--- src/rtl/pc_fetch_control.sv ---
// pc_fetch_control: fetch-stage PC register, imem read request and branch redirect / flush control.
// Ports: CLK, RESETN (async, active-low); BRANCH_TAKEN, BRANCH_TARGET from EX; STALL from the hazard unit;
// IMEM_BUSYWAIT from imem; IMEM_READ, PC, PC_PLUS4, FETCH_VALID, FLUSH to imem and the IF/ID, ID/EX registers.
module pc_fetch_control #(
    parameter logic [31:0] RESET_PC = 32'h0000_0000
) (
    input  logic        CLK,
    input  logic        RESETN,
    input  logic        BRANCH_TAKEN,
    input  logic [31:0] BRANCH_TARGET,
    input  logic        STALL,
    input  logic        IMEM_BUSYWAIT,
    output logic        IMEM_READ,
    output logic [31:0] PC,
    output logic [31:0] PC_PLUS4,
    output logic        FETCH_VALID,
    output logic        FLUSH
);

    typedef enum logic [1:0] {
        BOOT,
        FETCH,
        DISCARD
    } state_t;

    state_t      state_q;
    state_t      state_d;
    logic [31:0] pc_q;
    logic [31:0] pc_d;
    logic [31:0] redirect_pc_q;
    logic [31:0] redirect_pc_d;
    logic [31:0] target;
    logic        unused_target_lsbs;

    // Targets are word-aligned by dropping the low bits; no trap is raised here.
    assign target             = {BRANCH_TARGET[31:2], 2'b00};
    assign unused_target_lsbs = ^BRANCH_TARGET[1:0];

    assign PC          = pc_q;
    assign PC_PLUS4    = pc_q + 32'd4;
    assign IMEM_READ   = (state_q != BOOT);
    assign FLUSH       = BRANCH_TAKEN & (state_q != BOOT);
    assign FETCH_VALID = (state_q == FETCH) & ~IMEM_BUSYWAIT & ~BRANCH_TAKEN;

    always_ff @(posedge CLK or negedge RESETN) begin
        if (!RESETN) begin
            state_q       <= BOOT;
            pc_q          <= RESET_PC;
            redirect_pc_q <= 32'h0000_0000;
        end else begin
            state_q       <= state_d;
            pc_q          <= pc_d;
            redirect_pc_q <= redirect_pc_d;
        end
    end

    always_comb begin
        state_d       = state_q;
        pc_d          = pc_q;
        redirect_pc_d = redirect_pc_q;
        case (state_q)
            BOOT: begin
                state_d = FETCH;
            end
            FETCH: begin
                if (BRANCH_TAKEN) begin
                    // With a read in flight the address must stay put, so the
                    // target is parked and the returning word is dropped later.
                    if (IMEM_BUSYWAIT) begin
                        redirect_pc_d = target;
                        state_d       = DISCARD;
                    end else begin
                        pc_d = target;
                    end
                end else if (!STALL && !IMEM_BUSYWAIT) begin
                    pc_d = PC_PLUS4;
                end
            end
            DISCARD: begin
                if (BRANCH_TAKEN) begin
                    // A newer redirect overrides the parked one.
                    redirect_pc_d = target;
                    if (!IMEM_BUSYWAIT) begin
                        pc_d    = target;
                        state_d = FETCH;
                    end
                end else if (!IMEM_BUSYWAIT) begin
                    pc_d    = redirect_pc_q;
                    state_d = FETCH;
                end
            end
            default: begin
                state_d = BOOT;
                pc_d    = RESET_PC;
            end
        endcase
    end

endmodule

--- config.mk ---
export PLATFORM = sky130hd
export DESIGN_NAME = pc_fetch_control
export DESIGN_NICKNAME = d
export VERILOG_FILES = /design/src/rtl/pc_fetch_control.sv
export SDC_FILE = /design/constraint.sdc
export NUM_CORES = 1
export LEC_CHECK = 0
export ABC_AREA = 0
export CAP_MARGIN = 20
export CORE_ASPECT_RATIO = 0.8
export CORE_MARGIN = 1.5
export CORE_UTILIZATION = 50
export CTS_CLUSTER_SIZE = 8
export DETAILED_ROUTE_END_ITERATION = 8
export PLACE_DENSITY = 0.91
export REMOVE_ABC_BUFFERS = 1
export SYNTH_ARGS = -nofsm -noshare
export SYNTH_HDL_FRONTEND = slang
export SYNTH_SLANG_ARGS = --single-unit
--- constraint.sdc ---
create_clock -name CLK -period 2.9 [get_ports CLK]
set_input_delay 0.87 -clock CLK [delete_from_list [all_inputs] [get_ports CLK]]
set_output_delay 0.87 -clock CLK [all_outputs]
set_load 0.01 [all_outputs]
### Yosys cells after proc, flatten, opt, wreduce, memory -nomap -nowiden

Index checks and enable logic that the tools add are counted.

| word-level totals | value |
|---|---|
| register bits after elaboration | 66 |
| input bits | 37 |
| output and inout port bits | 67 |
| logic and storage cells | 41 |

| cells by class | value |
|---|---|
| add/sub/neg operators | 1 |
| equal/unequal tests | 8 |
| mux-type cells | 14 |
| bitwise operators | 6 |
| reduce and logical (&&, ||, !) cells | 9 |

Operators with widths:

| cell | count |
|---|---|
| 2-to-1 mux 32 bit | 8 |
| case mux 32 bit (3 select lines) | 1 |
| case mux 32 bit (2 select lines) | 1 |
| adder 32 x 3 -> 32 bit, second input constant | 1 |
| != test 2 bit, second input constant | 4 |
| 2-to-1 mux 2 bit | 3 |
| case mux 2 bit (3 select lines) | 1 |
| AND reduction 3 bit | 2 |
| AND reduction 4 bit | 1 |
| nonzero test 2 bit | 2 |
| bitwise AND 1 bit | 3 |
| != test 3 x 2 -> 1 bit, second input constant | 1 |
| != test 3 bit, second input constant | 1 |
| NOT 1 bit | 3 |
| equality test 2 x 1 -> 1 bit, second input constant | 1 |
| equality test 2 bit, second input constant | 1 |
| logical NOT 1 bit | 2 |
| logical NOT 2 bit | 1 |
| logical AND 1 bit | 1 |

### Longest topological paths before layout

| logic depth | value |
|---|---|
| depth after elaboration | 5 |
| gate-level depth with buffers | 10 |

### Worst setup path before layout

No wires, ideal clock.

| timing path | value |
|---|---|
| path kind | register to output |
| start | register pc_q[5], in the netlist PC[5] |
| end | output PC_PLUS4[19] |
| arrival | 1726 ps |
| setup slack | 304 ps |
| stages on the path, launching flop included | 8 |
| buffers on the path | 2 |
| path through | dfrtp_1 buf_2 nand3_2 nor3_4 and4_1 buf_2 nand3_1 xnor2_1 |

| between the ends | value |
|---|---|
| word-level cells in the longest chain between the ends | 1 |

RTL lines:

| what | RTL line | source |
|---|---|---|
| start, declared | 28 | `logic [31:0] pc_q;` |
| start signal, assigned | 52 | `pc_q <= pc_d;` |
| adder 32 x 3 -> 32 bit | 40 | `assign PC_PLUS4 = pc_q + 32'd4;` |
| end, declared | 15 | `output logic [31:0] PC_PLUS4,` |

Every way passes these cells.

### Final worst setup path

| timing path | value |
|---|---|
| start | register pc_q[11], in the netlist PC[11] |
| end | output PC_PLUS4[27] |

The elaborated chain is that of the path after synthesis.

==> flow_metrics.py <==
metrics = {
    "global_route": {
        "grt_overflow": 0,
        "grt_max_degree": 41,
        "antenna_found_initial": 0,
        "grt_pass1_vias": 4608,
        "grt_use_total_pct": 32.6,
        "grt_first_pass_wirelength_um": 23100,
    },
    "cells_and_area": {
        "drive_above_1_share_pct": 28.9,
        "fin_nets": 658,
        "antenna_cells": 0,
        "final_util_pct": 75.7,
        "final_common_cell": "buf_4",
        "final_cell_mix": "buf_4, clkdlybuf4s50_1, dfrtp_1",
        "area_delta_synth_final_pct": 43.8,
    },
    "worst_setup_path": {
        "startpoint_type": "flop",
        "crit_chain": "nand4_4, nor4_4, buf_4, buf_6, nand4_1, xnor2_1, buf_2",
        "cp.arrival_ps": 2090,
        "critical_path_buf_inv_count": 3,
        "cpLargestDelayFamily": "simple AND/OR/NAND/NOR gates",
        "max_stage_delay_ps": 400,
        "critical_path_required_ps": 2030,
        "critPathMaxFanout": 4,
        "end_kind": "output port",
        "r2r_slack_ps": 90,
        "critPathKind": "reg2out",
        "crit_slowest_cell": "dfrtp_1",
    },
    "timing": {
        "worst_slew_pin_slew_ps": 637,
        "max_freq_ghz": 0.338,
        "finalMaxSlewViolations": 0,
        "finClkSkew_ps": 8.80,
        "period_share_pct": 102,
        "finalSetupViolations": 5,
        "hold_viol_final": 0,
        "fin_ws_ps": -60.5,
        "fin_crit_ps": 2960,
        "slew_headroom_pct": 57.6,
        "rsz0062_at_grt": "true",
    },
    "detailed_routing": {
        "top_layer": "met4",
        "wl_per_cell_um": 21.0,
        "via_per_inst": 6.51,
        "wl_met2_um": 7310,
        "drt_first_iter_violations": 488,
        "firstDrtPassIters": 9,
        "dr_wl_met3_um": 1700,
        "met1Wirelength_um": 5700,
        "drtAntennaViolNets": 0,
        "totalWireLength_um": 15300,
        "vias": 4736,
        "drc_errors": 0,
    },
    "clock_tree": {
        "cts_tree": "built",
        "insertion_delay_ps": 350,
        "cts_buffer_depth": 2,
        "cts_buffers": 9,
        "clkSinkCount": 64,
        "ctsHtreeMaxLevel": 3,
        "root_buffer": "clkbuf_8",
        "path_clk_slew_ps": 70,
    },
    "synth": {
        "synth-edff-count": 0,
        "syn_area_um2": 4260,
        "synth.distinct_cells": 55,
        "avgSynthCellArea_um2": 9.30,
        "synth-seq-cells": 64,
        "ys_seq_area_share_pct": 37.6,
        "netlist_instances": 458,
        "yosys_warnings": 0,
        "synthArstFlopShare_pct": 100,
        "synthFlopType": "dfrtp_1",
    },
    "status": {
        "status": "finished, violations left",
        "violations": "negative setup slack",
    },
    "flow_run": {
        "drv_cap": 0,
    },
    "floorplanning": {
        "io_pins": 104,
        "start_util_pct": 52.7,
        "num_rows": 29,
        "die_h_um": 85.6,
        "die_w_um": 106,
        "coreArea_um2": 8090,
        "dieArea_um2": 9090,
    },
    "placed_design": {
        "dp_hpwl_um": 9650,
        "place.gp.congestion": 0.904,
        "numPortBuffers": 101,
    },
    "pwr": {
        "ir_drop_v": 0.000590,
        "total_leakage_power_nw": 2.80,
        "powerDensity_nw_per_um2": 895,
        "finalPower_mw": 5.48,
    },
    "worst_hold_path": {
        "hp-class": "reg2reg",
    },
}
-- registers in the layout (all words and copies together) (netlist names) --
name and count:
PC 32, redirect_pc_q 30, state_q 2
-- power by group --
part	leakage (nW)	total, mW	internal (mW)	switching [mW]
logic	1.89	3.14	1.48	1.66
registers	0.814	1.57	1.26	0.316
clock network	0.0989	0.770	0.412	0.358
total	2.80	5.48	3.15	2.33
-- layer usage --
metal	GRT usage, %	up-vias
li1	-	1979
met1	41.5	2249
met2	52.4	409
met3	7.83	99
met4	16.0	0
met5	0	-
-- Yosys cell counts (2+ instances only) --
| master | number | area [um^2] |
|---|---|---|
| a311o_1 | 2 | 20.0 |
| nor2b_1 | 6 | 37.5 |
| nand4_1 | 8 | 50.1 |
| a31oi_1 | 5 | 31.3 |
| xor2_1 | 8 | 70.1 |
| and3_1 | 5 | 31.3 |
| nand3_1 | 14 | 70.1 |
| o31a_1 | 2 | 17.5 |
| mux2_2 | 29 | 327 |
| and4_1 | 4 | 35.0 |
| clkbuf_1 | 12 | 45.0 |
| a22oi_1 | 3 | 22.5 |
| nor4_4 | 2 | 42.5 |
| xnor2_1 | 20 | 175 |
| nor2_1 | 41 | 154 |
| buf_6 | 5 | 56.3 |
| buf_4 | 4 | 30.0 |
| o311ai_0 | 2 | 17.5 |
| a211oi_1 | 3 | 22.5 |
| nor3_1 | 7 | 35.0 |
| a221o_1 | 6 | 60.1 |
| o21ai_0 | 42 | 210 |
| o2bb2ai_1 | 3 | 26.3 |
| a211o_1 | 2 | 17.5 |
| nand2b_1 | 2 | 12.5 |
| and2_1 | 3 | 18.8 |
| or3_1 | 6 | 37.5 |
| mux2i_1 | 27 | 270 |
| ha_1 | 5 | 62.6 |
| a21oi_1 | 18 | 90.1 |
| inv_1 | 13 | 48.8 |
| o22ai_1 | 4 | 25.0 |
| a221oi_1 | 10 | 87.6 |
| nand2_1 | 39 | 146 |
| dfrtp_1 | 64 | 1600 |
| buf_2 | 13 | 65.1 |
-- timing repair --
action,in CTS,in global routing
gates resized for setup,68,40
pin swaps,12,16
hold buffers,0,0
cloned,0,0
buffers inserted,10,6
setup endpoints to repair,28,20
-- metrics by stage --
stage               setup TNS (ps)  hold slack [ps]  std cells  area [um^2]  setup WS [ps]
finish                        -107              512        728         6130          -60.5
CTS                           -143              508        722         6030          -66.8
global placement             -1150              486        697         5730           -202
floorplan                   -16200              475        424         4070           -553
detailed placement           -1940              492        697         5730           -246
global route                 -1120              520        728         6130           -146
-- cell families (layout without fill, tap and decap cells) --
group / count (synthesis) / count (layout) / share of synthesized area, %
fa+ha+maj: 5 / 5 / 1.47
compound gates: 110 / 110 / 16.9
flops: 64 / 64 / 37.6
mux: 56 / 56 / 14.0
buf+inv: 47 / 209 / 5.75
xor+xnor: 28 / 28 / 5.75
simple gates: 148 / 148 / 18.5
-- path summary, 6_finish.rpt --
| check | startpoint | endpoint | depth (start not counted) |
|---|---|---|---|
| setup / recovery | PC[11]$_DFFE_PN0P_ | PC_PLUS4[27] | 7 |
| hold / removal | redirect_pc_q[24]$_DFFE_PN0P_ | redirect_pc_q[24]$_DFFE_PN0P_ | 1 |
| setup reg to reg | state_q[1]$_DFFE_PN0P_ | PC[26]$_DFFE_PN0P_ | 8 |
| hold reg to reg | redirect_pc_q[24]$_DFFE_PN0P_ | redirect_pc_q[24]$_DFFE_PN0P_ | 1 |
| max in group asynchronous | RESETN | PC[2]$_DFFE_PN0P_ | 2 |
| min in group asynchronous | RESETN | PC[13]$_DFFE_PN0P_ | 1 |
-- worst reg2reg max path: cells and delay by family, from the launching register on --
kind / cells / cell delay (ps)
compound gates: 3 / 1020
fa+ha+maj: 1 / 240
buf+inv: 2 / 300
flops: 1 / 430
simple gates: 2 / 700
-- final cells by class --
| class | instances | area, um^2 |
|---|---|---|
| clock inverters | 4 | 45.0 |
| inverters | 13 | 48.8 |
| well taps | 108 | 135 |
| clock buffers | 11 | 141 |
| multi-input cells | 347 | 2580 |
| fillers | 498 | 1960 |
| repair buffers | 181 | 1570 |
| flip-flops and latches | 64 | 1610 |
No activity file was read; power rests on OpenSTA's default activity.
